### config.mk
export PLATFORM = sky130hd
export DESIGN_NAME = cmd_sched
export DESIGN_NICKNAME = d
export VERILOG_FILES = /design/src/rtl/cmd_sched_pkg.sv /design/src/rtl/cmd_sched_wrarb.sv /design/src/rtl/cmd_sched.sv
export SDC_FILE = /design/constraint.sdc
export NUM_CORES = 1
export LEC_CHECK = 0
export CORE_AREA = 5 5 560 562
export CTS_BUF_LIST = sky130_fd_sc_hd__clkbuf_16
export DETAILED_ROUTE_END_ITERATION = 10
export DIE_AREA = 0 0 565 567
export GPL_TIMING_DRIVEN = 0
export HOLD_SLACK_MARGIN = 0.06
export PLACE_DENSITY_LB_ADDON = 0.12
export SLEW_MARGIN = 0
export SYNTH_ARGS = -nofsm -noshare
export SYNTH_HDL_FRONTEND = slang
export SYNTH_SLANG_ARGS = --single-unit
### constraint.sdc
create_clock -name i_clk -period 2.9 [get_ports i_clk]
set_input_delay 0.58 -clock i_clk [delete_from_list [all_inputs] [get_ports i_clk]]
set_output_delay 0.58 -clock i_clk [all_outputs]
set_load 0.05 [all_outputs]
### src/rtl/cmd_sched_pkg.sv
// Shared definitions for the command registry scheduler: record layout, empty-slot marker, FSM states.
// The optional late-drop build (CMD_SCHED_LATE_DROP_EN) uses LATE_MARGIN from here.
package cmd_sched_pkg;

  localparam int CS_N_IDX  = 256;
  localparam int CS_AW     = 8;
  localparam int CS_DW     = 338;
  localparam int CS_RD_LAT = 2;

  localparam logic [63:0] LATE_MARGIN = 64'd1000;

  localparam int TS_LSB     = 274;
  localparam int TS_W       = 64;
  localparam int FREQ_LSB   = 226;
  localparam int FREQ_W     = 48;
  localparam int FSTEP_LSB  = 178;
  localparam int FSTEP_W    = 48;
  localparam int FRATE_LSB  = 146;
  localparam int FRATE_W    = 32;
  localparam int NIMP_LSB   = 130;
  localparam int NIMP_W     = 16;
  localparam int TYPE_LSB   = 128;
  localparam int TYPE_W     = 2;
  localparam int TI_LSB     = 96;
  localparam int TP_LSB     = 64;
  localparam int TBL1_LSB   = 32;
  localparam int TBL2_LSB   = 0;
  localparam int TIMING_W   = 32;

  localparam logic [63:0] EMPTY_TS = 64'hFFFF_FFFF_FFFF_FFFF;

  typedef struct packed {
    logic [63:0] time_start;
    logic [47:0] freq;
    logic [47:0] freq_step;
    logic [31:0] freq_rate;
    logic [15:0] n_impulse;
    logic [1:0]  rec_type;
    logic [31:0] ti;
    logic [31:0] tp;
    logic [31:0] tblank1;
    logic [31:0] tblank2;
  } cmd_rec_t;

  typedef enum logic [2:0] {
    ST_IDLE  = 3'd0,
    ST_RD    = 3'd1,
    ST_WAIT  = 3'd2,
    ST_CHECK = 3'd3,
    ST_ISSUE = 3'd4,
    ST_CLEAR = 3'd5,
    ST_NEXT  = 3'd6
  } state_t;

  function automatic logic rec_is_due(input logic [63:0] ts, input logic [63:0] now);
    return (ts != EMPTY_TS) && (ts <= now);
  endfunction

endpackage

### src/rtl/cmd_sched_wrarb.sv
// Registry write-port mux: host writes win outright, scheduler clears go only on idle cycles.
// Also flags a host write landing on the slot the scheduler is currently working on.
module cmd_sched_wrarb
  import cmd_sched_pkg::*;
#(
  parameter int AW = CS_AW,
  parameter int DW = CS_DW
) (
  input  logic          i_host_wr,
  input  logic [AW-1:0] i_host_addr,
  input  logic [DW-1:0] i_host_data,
  input  logic          i_clr_req,
  input  logic [AW-1:0] i_clr_addr,
  output logic          o_clr_grant,
  output logic          o_stale_hit,
  output logic          o_mem_wren,
  output logic [AW-1:0] o_mem_wraddr,
  output logic [DW-1:0] o_mem_data
);

  // Priority mux and same-slot detect.
  always_comb begin
    o_clr_grant = i_clr_req & ~i_host_wr;
    o_stale_hit = i_host_wr & (i_host_addr == i_clr_addr);
    if (i_host_wr) begin
      o_mem_wren   = 1'b1;
      o_mem_wraddr = i_host_addr;
      o_mem_data   = i_host_data;
    end else if (i_clr_req) begin
      o_mem_wren   = 1'b1;
      o_mem_wraddr = i_clr_addr;
      o_mem_data   = {EMPTY_TS, {(DW-64){1'b0}}};
    end else begin
      o_mem_wren   = 1'b0;
      o_mem_wraddr = {AW{1'b0}};
      o_mem_data   = {DW{1'b0}};
    end
  end

endmodule

### src/rtl/cmd_sched.sv
// cmd_sched: sweeps the command registry, hands due records downstream and empties their slots.
// Build option CMD_SCHED_LATE_DROP_EN drops records older than LATE_MARGIN and pulses o_late_pulse.
module cmd_sched
  import cmd_sched_pkg::*;
#(
  parameter int N_IDX  = CS_N_IDX,
  parameter int AW     = CS_AW,
  parameter int DW     = CS_DW,
  parameter int RD_LAT = CS_RD_LAT
) (
  input  logic          i_clk,
  input  logic          i_rst_n,
  input  logic          i_enable,
  input  logic [63:0]   i_time_now,
  input  logic          i_host_wr,
  input  logic [AW-1:0] i_host_addr,
  input  logic [DW-1:0] i_host_data,
  output logic [AW-1:0] o_mem_rdaddr,
  output logic          o_mem_rden,
  input  logic [DW-1:0] i_mem_q,
  output logic [AW-1:0] o_mem_wraddr,
  output logic          o_mem_wren,
  output logic [DW-1:0] o_mem_data,
  output logic [DW-1:0] o_cmd_data,
  output logic          o_cmd_valid,
  input  logic          i_cmd_ready,
  output logic          o_busy,
  output logic          o_late_pulse
);

  localparam int CW = (RD_LAT > 1) ? $clog2(RD_LAT) : 1;
  localparam logic [CW-1:0] WAIT_LAST = CW'(RD_LAT - 1);

  state_t        r_state, w_state_nx;
  logic [AW-1:0] r_ptr, w_ptr_nx;
  logic [CW-1:0] r_wait_cnt, w_wait_cnt_nx;
  logic [DW-1:0] r_rec, w_rec_nx;
  logic          r_stale, w_stale_nx;
  logic          r_rden, r_cmd_valid, r_busy;
  logic          w_clr_req, w_clr_grant, w_stale_hit;
  logic [63:0]   w_ts;
  logic          w_due, w_stale_any;

  assign w_ts        = r_rec[TS_LSB +: TS_W];
  assign w_due       = rec_is_due(w_ts, i_time_now);
  assign w_stale_any = r_stale | w_stale_hit;
  assign w_clr_req   = (r_state == ST_CLEAR) & ~r_stale;

`ifdef CMD_SCHED_LATE_DROP_EN
  logic r_late, w_late_nx, w_too_late;
  assign w_too_late   = (i_time_now - w_ts) > LATE_MARGIN;
  assign o_late_pulse = r_late;
`else
  assign o_late_pulse = 1'b0;
`endif

  cmd_sched_wrarb #(.AW(AW), .DW(DW)) u_wrarb (
    .i_host_wr    (i_host_wr),
    .i_host_addr  (i_host_addr),
    .i_host_data  (i_host_data),
    .i_clr_req    (w_clr_req),
    .i_clr_addr   (r_ptr),
    .o_clr_grant  (w_clr_grant),
    .o_stale_hit  (w_stale_hit),
    .o_mem_wren   (o_mem_wren),
    .o_mem_wraddr (o_mem_wraddr),
    .o_mem_data   (o_mem_data)
  );

  // Next-state logic; the stale flag spans RD through CLEAR of one slot visit.
  always_comb begin
    w_state_nx    = r_state;
    w_ptr_nx      = r_ptr;
    w_wait_cnt_nx = r_wait_cnt;
    w_rec_nx      = r_rec;
    w_stale_nx    = r_stale;
`ifdef CMD_SCHED_LATE_DROP_EN
    w_late_nx     = 1'b0;
`endif
    case (r_state)
      ST_IDLE: begin
        if (i_enable) w_state_nx = ST_RD;
        else          w_state_nx = ST_IDLE;
      end
      ST_RD: begin
        // A host write racing the read itself may or may not be seen by the RAM.
        w_stale_nx    = w_stale_hit;
        w_wait_cnt_nx = {CW{1'b0}};
        w_state_nx    = ST_WAIT;
      end
      ST_WAIT: begin
        w_stale_nx = w_stale_any;
        if (r_wait_cnt == WAIT_LAST) begin
          w_rec_nx   = i_mem_q;
          w_state_nx = ST_CHECK;
        end else begin
          w_wait_cnt_nx = r_wait_cnt + CW'(1);
        end
      end
      ST_CHECK: begin
        if (w_stale_any) begin
          w_stale_nx = 1'b0;
          w_state_nx = i_enable ? ST_RD : ST_IDLE;
        end else if (!w_due) begin
          w_state_nx = ST_NEXT;
`ifdef CMD_SCHED_LATE_DROP_EN
        end else if (w_too_late) begin
          w_late_nx  = 1'b1;
          w_state_nx = ST_CLEAR;
`endif
        end else begin
          w_state_nx = ST_ISSUE;
        end
      end
      ST_ISSUE: begin
        w_stale_nx = w_stale_any;
        if (i_cmd_ready) w_state_nx = ST_CLEAR;
        else             w_state_nx = ST_ISSUE;
      end
      ST_CLEAR: begin
        if (w_stale_any) begin
          w_stale_nx = 1'b0;
          w_state_nx = i_enable ? ST_RD : ST_IDLE;
        end else if (w_clr_grant) begin
          w_state_nx = ST_NEXT;
        end else begin
          w_state_nx = ST_CLEAR;
        end
      end
      ST_NEXT: begin
        w_stale_nx = 1'b0;
        w_ptr_nx   = (r_ptr == AW'(N_IDX - 1)) ? {AW{1'b0}} : r_ptr + AW'(1);
        w_state_nx = i_enable ? ST_RD : ST_IDLE;
      end
      default: begin
        w_stale_nx = 1'b0;
        w_state_nx = ST_IDLE;
      end
    endcase
  end

  // State, pointer, captured record and registered outputs.
  always_ff @(posedge i_clk or negedge i_rst_n) begin
    if (!i_rst_n) begin
      r_state     <= ST_IDLE;
      r_ptr       <= {AW{1'b0}};
      r_wait_cnt  <= {CW{1'b0}};
      r_rec       <= {DW{1'b0}};
      r_stale     <= 1'b0;
      r_rden      <= 1'b0;
      r_cmd_valid <= 1'b0;
      r_busy      <= 1'b0;
`ifdef CMD_SCHED_LATE_DROP_EN
      r_late      <= 1'b0;
`endif
    end else begin
      r_state     <= w_state_nx;
      r_ptr       <= w_ptr_nx;
      r_wait_cnt  <= w_wait_cnt_nx;
      r_rec       <= w_rec_nx;
      r_stale     <= w_stale_nx;
      r_rden      <= (w_state_nx == ST_RD);
      r_cmd_valid <= (w_state_nx == ST_ISSUE);
      r_busy      <= (w_state_nx != ST_IDLE);
`ifdef CMD_SCHED_LATE_DROP_EN
      r_late      <= w_late_nx;
`endif
    end
  end

  assign o_mem_rdaddr = r_ptr;
  assign o_mem_rden   = r_rden;
  assign o_cmd_data   = r_rec;
  assign o_cmd_valid  = r_cmd_valid;
  assign o_busy       = r_busy;

endmodule

## Word-level counts from Yosys, hierarchy flattened

Cells that the tools add are included.
W data, S select, Z words.

| word-level totals | value |
|---|---|
| register bits | 354 |
| input port bits | 753 |
| output and inout bits | 697 |
| word-level logic and storage cells | 58 |

| cells by class | value |
|---|---|
| add/subtract/negate cells | 2 |
| order comparisons | 1 |
| eq/ne operators | 12 |
| mux-type cells | 19 |
| bitwise logic cells | 7 |
| reductions and logical operators | 9 |

Operator list:

| kind | number |
|---|---|
| $mux W338 | 2 |
| $le A64 B64 Y1 | 1 |
| $ne A64 B64 Y1 const B | 1 |
| $mux W8 | 3 |
| $pmux W3 S6 | 1 |
| $eq A3 B3 Y1 const B | 4 |
| $mux W3 | 3 |
| $add A8 B1 Y8 const B | 1 |
| $eq A8 B8 Y1 | 1 |
| $eq A8 B8 Y1 const B | 1 |
| $eq A3 B1 Y1 const B | 2 |
| $eq A3 B2 Y1 const B | 2 |
| $mux W1 | 6 |
| $reduce_or A2 Y1 | 3 |
| $mux W2 | 2 |
| $pmux W1 S4 | 1 |
| $reduce_and A2 Y1 | 2 |
| $and A1 B1 Y1 | 3 |
| $logic_not A3 Y1 | 1 |
| $not A1 Y1 | 3 |
| $reduce_bool A3 Y1 | 1 |
| $ne A2 B1 Y1 const B | 1 |
| $pmux W1 S2 | 1 |
| $reduce_bool A2 Y1 | 1 |
| 3 further kinds | 3 |

## Longest topological paths before layout

Gate-level depths: netlist of the first run.

| logic depth | value |
|---|---|
| word-level depth | 7 |
| gate-level depth with buffers | 9 |

## By module

Synthesis of the first run repeated with hierarchy kept, for this count alone.

| unflattened totals | value |
|---|---|
| cells, all modules | 2,228 |
| area total of the unflattened synthesis | 17,840.9 um^2 |

By module, submodules not included:

| module | times used | cells an instance | area an instance (um^2) |
|---|---|---|---|
| cmd_sched | 1 | 1,753 | 15,172.1 |
| cmd_sched_wrarb | 1 | 475 | 2,668.8 |

## Worst setup path after synthesis of the first run

OpenSTA, ideal clock, no wires.

| path | value |
|---|---|
| path type | input port to output port |
| start point | in i_host_wr |
| end point | out o_mem_data[277] |
| arrival time | 1.775 ns |
| slack | 0.545 ns |
| cell stages on the path | 5 |
| path buffers | 3 |
| cells stage by stage | buf_2 nand2b_1 clkbuf_1 clkbuf_1 nand2_1 |

| on the way | value |
|---|---|
| longest elaborated chain between the ends | 1 |

Ends and longest elaborated chain:

| element | RTL line | source |
|---|---|---|
| start, declared | cmd_sched.sv:15 | `input logic i_host_wr,` |
| $mux W338 | cmd_sched_wrarb.sv:25 | `if (i_host_wr) begin` |
| end, declared | cmd_sched.sv:23 | `output logic [DW-1:0] o_mem_data,` |

No other way between the ends.

## Final worst setup path of the first run

| path | value |
|---|---|
| start point | reg r_state[1] |
| end point | out o_mem_data[336] |

| on the way | value |
|---|---|
| longest elaborated chain between the ends | 4 |

Ends and longest elaborated chain:

| element | RTL line | source |
|---|---|---|
| start, declared | cmd_sched.sv:34 | `state_t r_state, w_state_nx;` |
| start signal, assigned | cmd_sched.sv:157 | `r_state <= w_state_nx;` |
| $eq A3 B3 Y1 | cmd_sched.sv:47 | `assign w_clr_req = (r_state == ST_CLEAR) & ~r_stale;` |
| $and A1 B1 Y1 | cmd_sched.sv:47 |  |
| $mux W338 | cmd_sched_wrarb.sv:29 | `end else if (i_clr_req) begin` |
| $mux W338 | cmd_sched_wrarb.sv:25 |  |

No other way between the ends.

==> results.cfg, run 1 <==
[drt]
routed.top_layer = met5
drc_errors = 0
drt_wl_total_mm = 209
vias = 19000
vias_per_cell = 2.62
drt_first_pass_iters = 4
met3_length_mm = 20.3
wl_per_cell_um = 28.7
met2_wirelength_mm = 109
antenna_left = 0
wl_met1_mm = 71.2
drt_iter0_markers = 733

[clocking]
clkSlewWorstSetupHoldPaths_ps = 60
cts_tree = yes
clock_sinks = 354
cts_root_buf = clkbuf_16
cts_buffer_depth = 3
clock_latency_ps = 710
ctsHtreeMaxLevel = 2
cts_inserted_buffers = 60

[final_layout]
final_core_util_pct = 13.1
nNetsFinal = 3879
fin_cells = 7259
syn_to_final_growth_pct = 129
drive_gt1_share_pct = 16.7

[sta]
setup_viol = 1
finalCritPeriodShare_pct = 100
finalHoldViolCount = 0
fin_crit_ps = 2910
setup_tns_ps = -7.62
grt_setup_unrepaired = yes
slew_headroom_pct = 36.3
postLayoutSetupSlackWorst_ps = -7.62
worstMarginPinSlew_ps = 959
clock-skew-final_ps = 29.0
slew_violations = 0
timing.fmax_mhz = 344

[synthesis]
ys_ff_latch = 354
syn-cell-area_um2 = 17700
syn-num-nets = 2356
avgSynthCellArea_um2 = 11.5
synth-main-ff-cell = dfrtp_1
syn_inst = 1538
yosysUniqueCellTypes = 53
async_flop_share_pct = 100
ys.warnings.count = 0
seq_area_frac_synth_pct = 50.2
synth_edf_count = 0

[worst_setup_path]
criticalPathCategory = reg2out
cp-end-kind = primary output
slowest_delay_ps = 430
critPathMostFrequentCell = buf_8
worstPathCellList = and4bb_2, nand2b_4, clkbuf_16, buf_8, nand2_2, buf_8
worst_setup_path_start_kind = flip-flop
required_ps = 2320
crit_family = simple AND/OR/NAND/NOR gates
worstPathMaxFanout = 6
critPathBufInv = 3
arrival_ps = 2330
cp_slowest_cell = dfrtp_1

[outcome]
violations = negative setup slack
status = finished with violations

[pwr]
power.density_nw_per_um2 = 968
net-switching-power_mw = 20.1
clkPwrFrac_pct = 18.9
power.internal_mw = 19.0
combPwrFrac_pct = 57.4
p_seq_share_pct = 23.6
p_sw_share_pct = 51.4
static-leakage-power_nw = 16.4
max-vdd-ir-drop_uv = 521

[global_route]
grt_max_degree = 92
gr-total-overflow = 0
grt_pass1_wl_mm = 256
grt_pass1_vias = 20800
antenna_found_initial = 108
grt_usage_pct = 12.5

[placement]
hpwl_mm = 183
port_buffers = 1447
gp_congestion = 0.883
dp.cells = 7111

[die]
start_util_pct = 5.74
fp.dieArea_um2 = 320000
num_rows = 204
dieHeight_um = 567
core_area_um2 = 308000
dieWidth_um = 565
io-pin-count = 1450

[min_path]
hold_class = in2reg

[job]
cap_viol_max_count = 0
## worst reg2reg max path, delay by kind of cell (launching register included)
| kind | cells | cell delay [ps] |
|---|---|---|
| simple gates | 3 | 460 |
| fa+ha+maj | 1 | 450 |
| buf+inv | 1 | 160 |
| compound gates | 4 | 1040 |
| flops | 1 | 490 |
## sequential cells by signal, summed over array words and instances (netlist names)
| signal | flops |
|---|---|
| o_mem_rdaddr | 8 |
| o_mem_rden | 1 |
| o_busy | 1 |
| r_stale | 1 |
| r_state | 3 |
| r_wait_cnt | 1 |
| o_cmd_valid | 1 |
| o_cmd_data | 338 |
## logic make-up after synthesis
| family | after synthesis | synth area share [%] |
|---|---|---|
| xor+xnor | 14 | 0.694 |
| flops | 354 | 50.2 |
| buf+inv | 157 | 3.69 |
| fa+ha+maj | 65 | 4.60 |
| simple gates | 533 | 16.5 |
| mux | 338 | 21.5 |
| compound gates | 76 | 2.80 |
| other cells | 1 | 0.0212 |
## final timing paths
path / start / slack, ps / endpoint / cells past startpoint
worst max-delay path: r_state[1]$_DFF_PN0_ / -8 / o_mem_data[336] / 6
worst min-delay path: i_host_wr / 430 / r_stale$_DFFE_PN0P_ / 3
worst max register to register: o_cmd_data[321]$_DFFE_PN0P_ / 190 / r_state[1]$_DFF_PN0_ / 9
worst min register to register: o_cmd_data[150]$_DFFE_PN0P_ / 480 / o_cmd_data[150]$_DFFE_PN0P_ / 1
max in group asynchronous: i_rst_n / 920 / o_cmd_data[47]$_DFFE_PN0P_ / 4
min in group asynchronous: i_rst_n / 480 / o_cmd_data[248]$_DFFE_PN0P_ / 2
## timing repair
action,CTS,global route
hold endpoints to repair,66,0
cloned,1,2
buffers inserted,1,3
gates resized for setup,1400,129
pin swaps,1,2
endpoints found under the setup margin,697,100
hold buffers,1,0
## cell usage after synthesis, drive strengths merged (2+ instances only)
| library cell | n | area share (%) |
|---|---|---|
| inv | 66 | 1.4 |
| nor2b | 4 | 0.14 |
| nor3 | 5 | 0.14 |
| a22o | 8 | 0.40 |
| o21a | 3 | 0.13 |
| and3 | 3 | 0.11 |
| mux2 | 338 | 22 |
| a211oi | 2 | 0.085 |
| clkbuf | 48 | 1.0 |
| xor2 | 7 | 0.35 |
| a31oi | 2 | 0.071 |
| and4 | 3 | 0.15 |
| and2 | 276 | 9.8 |
| o211ai | 2 | 0.085 |
| nor2 | 17 | 0.38 |
| nand2 | 155 | 3.3 |
| a21o | 3 | 0.13 |
| a221oi | 2 | 0.099 |
| o31ai | 2 | 0.085 |
| a21oi | 30 | 0.85 |
| buf | 43 | 1.3 |
| nand2b | 5 | 0.18 |
| dfrtp | 354 | 50 |
| a22oi | 2 | 0.085 |
| nor4 | 9 | 0.35 |
| nand3 | 15 | 0.43 |
| nand4 | 34 | 1.2 |
| xnor2 | 7 | 0.35 |
| ha | 65 | 4.6 |
| o21ai | 13 | 0.37 |
## cell type report
cell class | count | area, um2
timing repair buffer | 1461 | 15100
clock inverter | 46 | 417
antenna | 34 | 85.1
clock buffer | 60 | 1500
multi-input combinational | 1027 | 8570
fill | 35100 | 267000
tap | 4120 | 5150
buffer | 91 | 561
sequential | 354 | 8860
inverter | 66 | 248
## through the flow
stage                     area (um2)  total power, mW  hold slack [ps]  worst slack, ps
after floorplan                17700             21.3              284              545
after global placement         37300             32.1              466           -20210
after detailed placement       37500             32.0              474            -1980
after CTS                      40000             40.2              297             -234
after global routing           40400             41.2              354             -133
final                          40500             39.2              428            -7.62
## layer usage
layer  global-route usage, %  vias to the layer above
met5                       0                        -
met4                    3.26                       90
met3                    5.10                      278
met2                    23.7                     1014
met1                    12.3                     9294
li1                        -                     8320
## power groups by stage
stage          sequential, mW  clock (mW)  combinational (mW)
6_report                 9.25        7.42                22.5
5_1_grt                  9.64        8.02                23.6
4_1_cts                  9.38        8.02                22.9
3_5_place_dp             9.39           0                22.6
3_3_place_gp             9.39           0                22.7
2_1_floorplan            17.1           0                4.21
## cells in the final DEF, fill, tap and decap left out, types with 24 or more instances in the layout
cell | netlist | routed
ha_1 | 65 | 65
a21oi_1 | 30 | 30
clkbuf_1 | 48 | 24
mux2_1 | 337 | 337
dfrtp_1 | 354 | 352
nand2_1 | 155 | 112
clkdlybuf4s15_2 | 0 | 164
buf_12 | 0 | 27
diode_2 | 0 | 34
dlygate4sd2_1 | 0 | 48
clkdlybuf4s50_1 | 0 | 1089
inv_1 | 66 | 72
clkbuf_2 | 0 | 31
and2_1 | 276 | 274
clkbuf_16 | 0 | 64
buf_2 | 41 | 54
nand4_1 | 34 | 34
buf_6 | 1 | 31
Note: power is estimated with default switching activity, not from simulation.
==> run 2: changes to the inputs <==
--- a/config.mk
+++ b/config.mk
@@ -5,6 +5,7 @@
 export SDC_FILE = /design/constraint.sdc
 export NUM_CORES = 1
 export LEC_CHECK = 0
+export CAP_MARGIN = 10
 export CORE_AREA = 5 5 560 562
 export CTS_BUF_LIST = sky130_fd_sc_hd__clkbuf_16
 export DETAILED_ROUTE_END_ITERATION = 10
==> results.cfg, run 2 (synthesis results as in run 1) <==
[outcome]
status = finished clean

[worst_setup_path]
cp_slowest_cell = dfrtp_2
rrSetupSlack_ps = 270
worstSetupStartpoint = r_state[0]$_DFF_PN0_
cp-end-kind = primary output
required_ps = 2320
slowest_delay_ps = 450
criticalPathCategory = reg2out
reg2reg_depth = 9
reg2reg_from = o_cmd_data[321]$_DFFE_PN0P_
worstPathCellList = and4bb_2, nand2b_4, clkbuf_16, buf_6, nand2_4, buf_12
arrival_ps = 2310
r2r-end = r_state[1]$_DFF_PN0_
worst_setup_path_start_kind = flip-flop
worstPathMaxFanout = 7
endpoint = o_mem_data[328]

[sta]
worstMarginPinSlew_ps = 931
setup_viol = 0
timing.fmax_mhz = 346
grt_setup_unrepaired = yes
whs_ps = 418
finalCritPeriodShare_pct = 99.7
clock-skew-final_ps = 96.3
slew_violations = 0
finalHoldViolCount = 0
slew_headroom_pct = 38.2
fin_crit_ps = 2890

[placement]
port_buffers = 1447
dpl_cell_area_um2 = 37500
hpwl_mm = 183
gp_congestion = 0.883

[final_layout]
final_common_cell = clkdlybuf4s50_1
syn_to_final_growth_pct = 127
stdcell_area_um2 = 40100
layout_common_cells = clkdlybuf4s50_1, dfrtp_1, mux2_1
drive_gt1_share_pct = 17.2
nNetsFinal = 3881
largest_reg_flops = 338

[die]
fp.dieArea_um2 = 320000
dieHeight_um = 567
core_area_um2 = 308000
dieWidth_um = 565
io-pin-count = 1450
num_rows = 204
start_util_pct = 5.74

[clocking]
ctsHtreeMaxLevel = 2
clock_sinks = 354
cts_buffer_depth = 3
cts_inserted_buffers = 60
cts_tree = yes
cts_root_buf = clkbuf_16
clock_latency_ps = 750
clkSlewWorstSetupHoldPaths_ps = 70

[drt]
drt_iter0_markers = 703
drt_first_pass_iters = 5
vias_per_cell = 2.64
drt_wl_total_mm = 208
drc_errors = 0
vias = 19100
wl_per_cell_um = 28.7
antenna_left = 0

[global_route]
grt_usage_pct = 12.4
grt_pass1_wl_mm = 255
grt_max_degree = 92
antenna_found_initial = 106
gr-total-overflow = 0
grt_pass1_vias = 20700

[pwr]
static-leakage-power_nw = 16.4
power.density_nw_per_um2 = 971
max-vdd-ir-drop_uv = 537

[job]
cap_viol_max_count = 0

[min_path]
hold_class = in2reg
## run 2: cell types whose count changed in the layout (fill, tap and decap cells not counted), sizes merged, moves of 8 or more
| cell | change |
|---|---|
| clkbuf | +28 |
| inv | +8 |
| diode | -9 |
| clkdlybuf4s18 | +8 |
| clkdlybuf4s15 | -22 |
| dlygate4sd2 | -11 |
## run 2: worst max-delay path, delay by kind of cell, from the launching register on
| family | cells | cell delay, ps |
|---|---|---|
| AND/OR/NAND/NOR | 3 | 500 |
| buffers and inverters | 3 | 640 |
| flip-flops | 1 | 450 |
## run 2: layer usage
| layer | GRT usage [%] | vias up | wire length, um |
|---|---|---|---|
| li1 | - | 8316 | - |
| met1 | 12.2 | 9458 | 71000 |
| met2 | 23.8 | 1021 | 111000 |
| met3 | 4.97 | 255 | 20300 |
| met4 | 2.87 | 88 | 5620 |
| met5 | 0 | - | 583 |
## run 2: final cells by class
class	count	area, um2
Sequential cell	354	8860
Clock inverter	50	379
Multi-Input combinational cell	1027	8520
Antenna cell	25	62.6
Buffer	91	557
Inverter	66	248
Timing Repair Buffer	1463	14800
Clock buffer	60	1500
Tap cell	4120	5150
Fill cell	35200	268000
## run 2: repair_timing
action,4_1_cts,5_1_grt
endpoints found under the hold margin,66,0
endpoints found under the setup margin,699,164
setup buffers,2,2
gates resized for setup,1280,266
pin swaps,1,3
hold buffers,1,0
gates cloned,0,3
## run 2: worst min-delay path by stage
stage                                start                           to  slack [ps]  cells after the start
6_report                       i_mem_q[39]   o_cmd_data[39]$_DFFE_PN0P_         420                      2
5_1_grt                        i_mem_q[39]   o_cmd_data[39]$_DFFE_PN0P_         360                      2
2_1_floorplan                      i_rst_n             o_busy$_DFF_PN0_         280                      0
4_1_cts                        i_mem_q[39]   o_cmd_data[39]$_DFFE_PN0P_         290                      2
3_5_place_dp   o_cmd_data[199]$_DFFE_PN0P_  o_cmd_data[199]$_DFFE_PN0P_         470                      1
3_3_place_gp   o_cmd_data[233]$_DFFE_PN0P_  o_cmd_data[233]$_DFFE_PN0P_         470                      1
## run 2: stage by stage
stage / power, mW / worst slack (ps) / instances / setup TNS [ps] / utilization [%]
finish: 38.9 / 9.57 / 7256 / 0 / 13.0
global route: 40.9 / -84.9 / 7233 / -1710 / 13.0
CTS: 39.9 / -267 / 7226 / -11600 / 12.9
detailed placement: 32.0 / -2010 / 7113 / -588410 / 12.2
global placement: 32.1 / -20210 / 7105 / -7928140 / 12.1
floorplan: 21.3 / 545 / 1538 / 0 / -
## run 2: power by group
part           switching, mW  internal, mW  leakage [nW]  total (mW)
registers               1.90          7.35          4.52        9.24
clock network           3.15          4.08         0.974        7.23
logic                   15.1          7.37          10.9        22.5
==> run 3: changes to the inputs <==
--- a/config.mk
+++ b/config.mk
@@ -5,6 +5,7 @@
 export SDC_FILE = /design/constraint.sdc
 export NUM_CORES = 1
 export LEC_CHECK = 0
+export ABC_CLOCK_PERIOD_IN_PS = 2900
 export CAP_MARGIN = 10
 export CORE_AREA = 5 5 560 562
 export CTS_BUF_LIST = sky130_fd_sc_hd__clkbuf_16
==> results of run 3 <==
The final DEF is identical to that of run 2; final timing and power are the same.
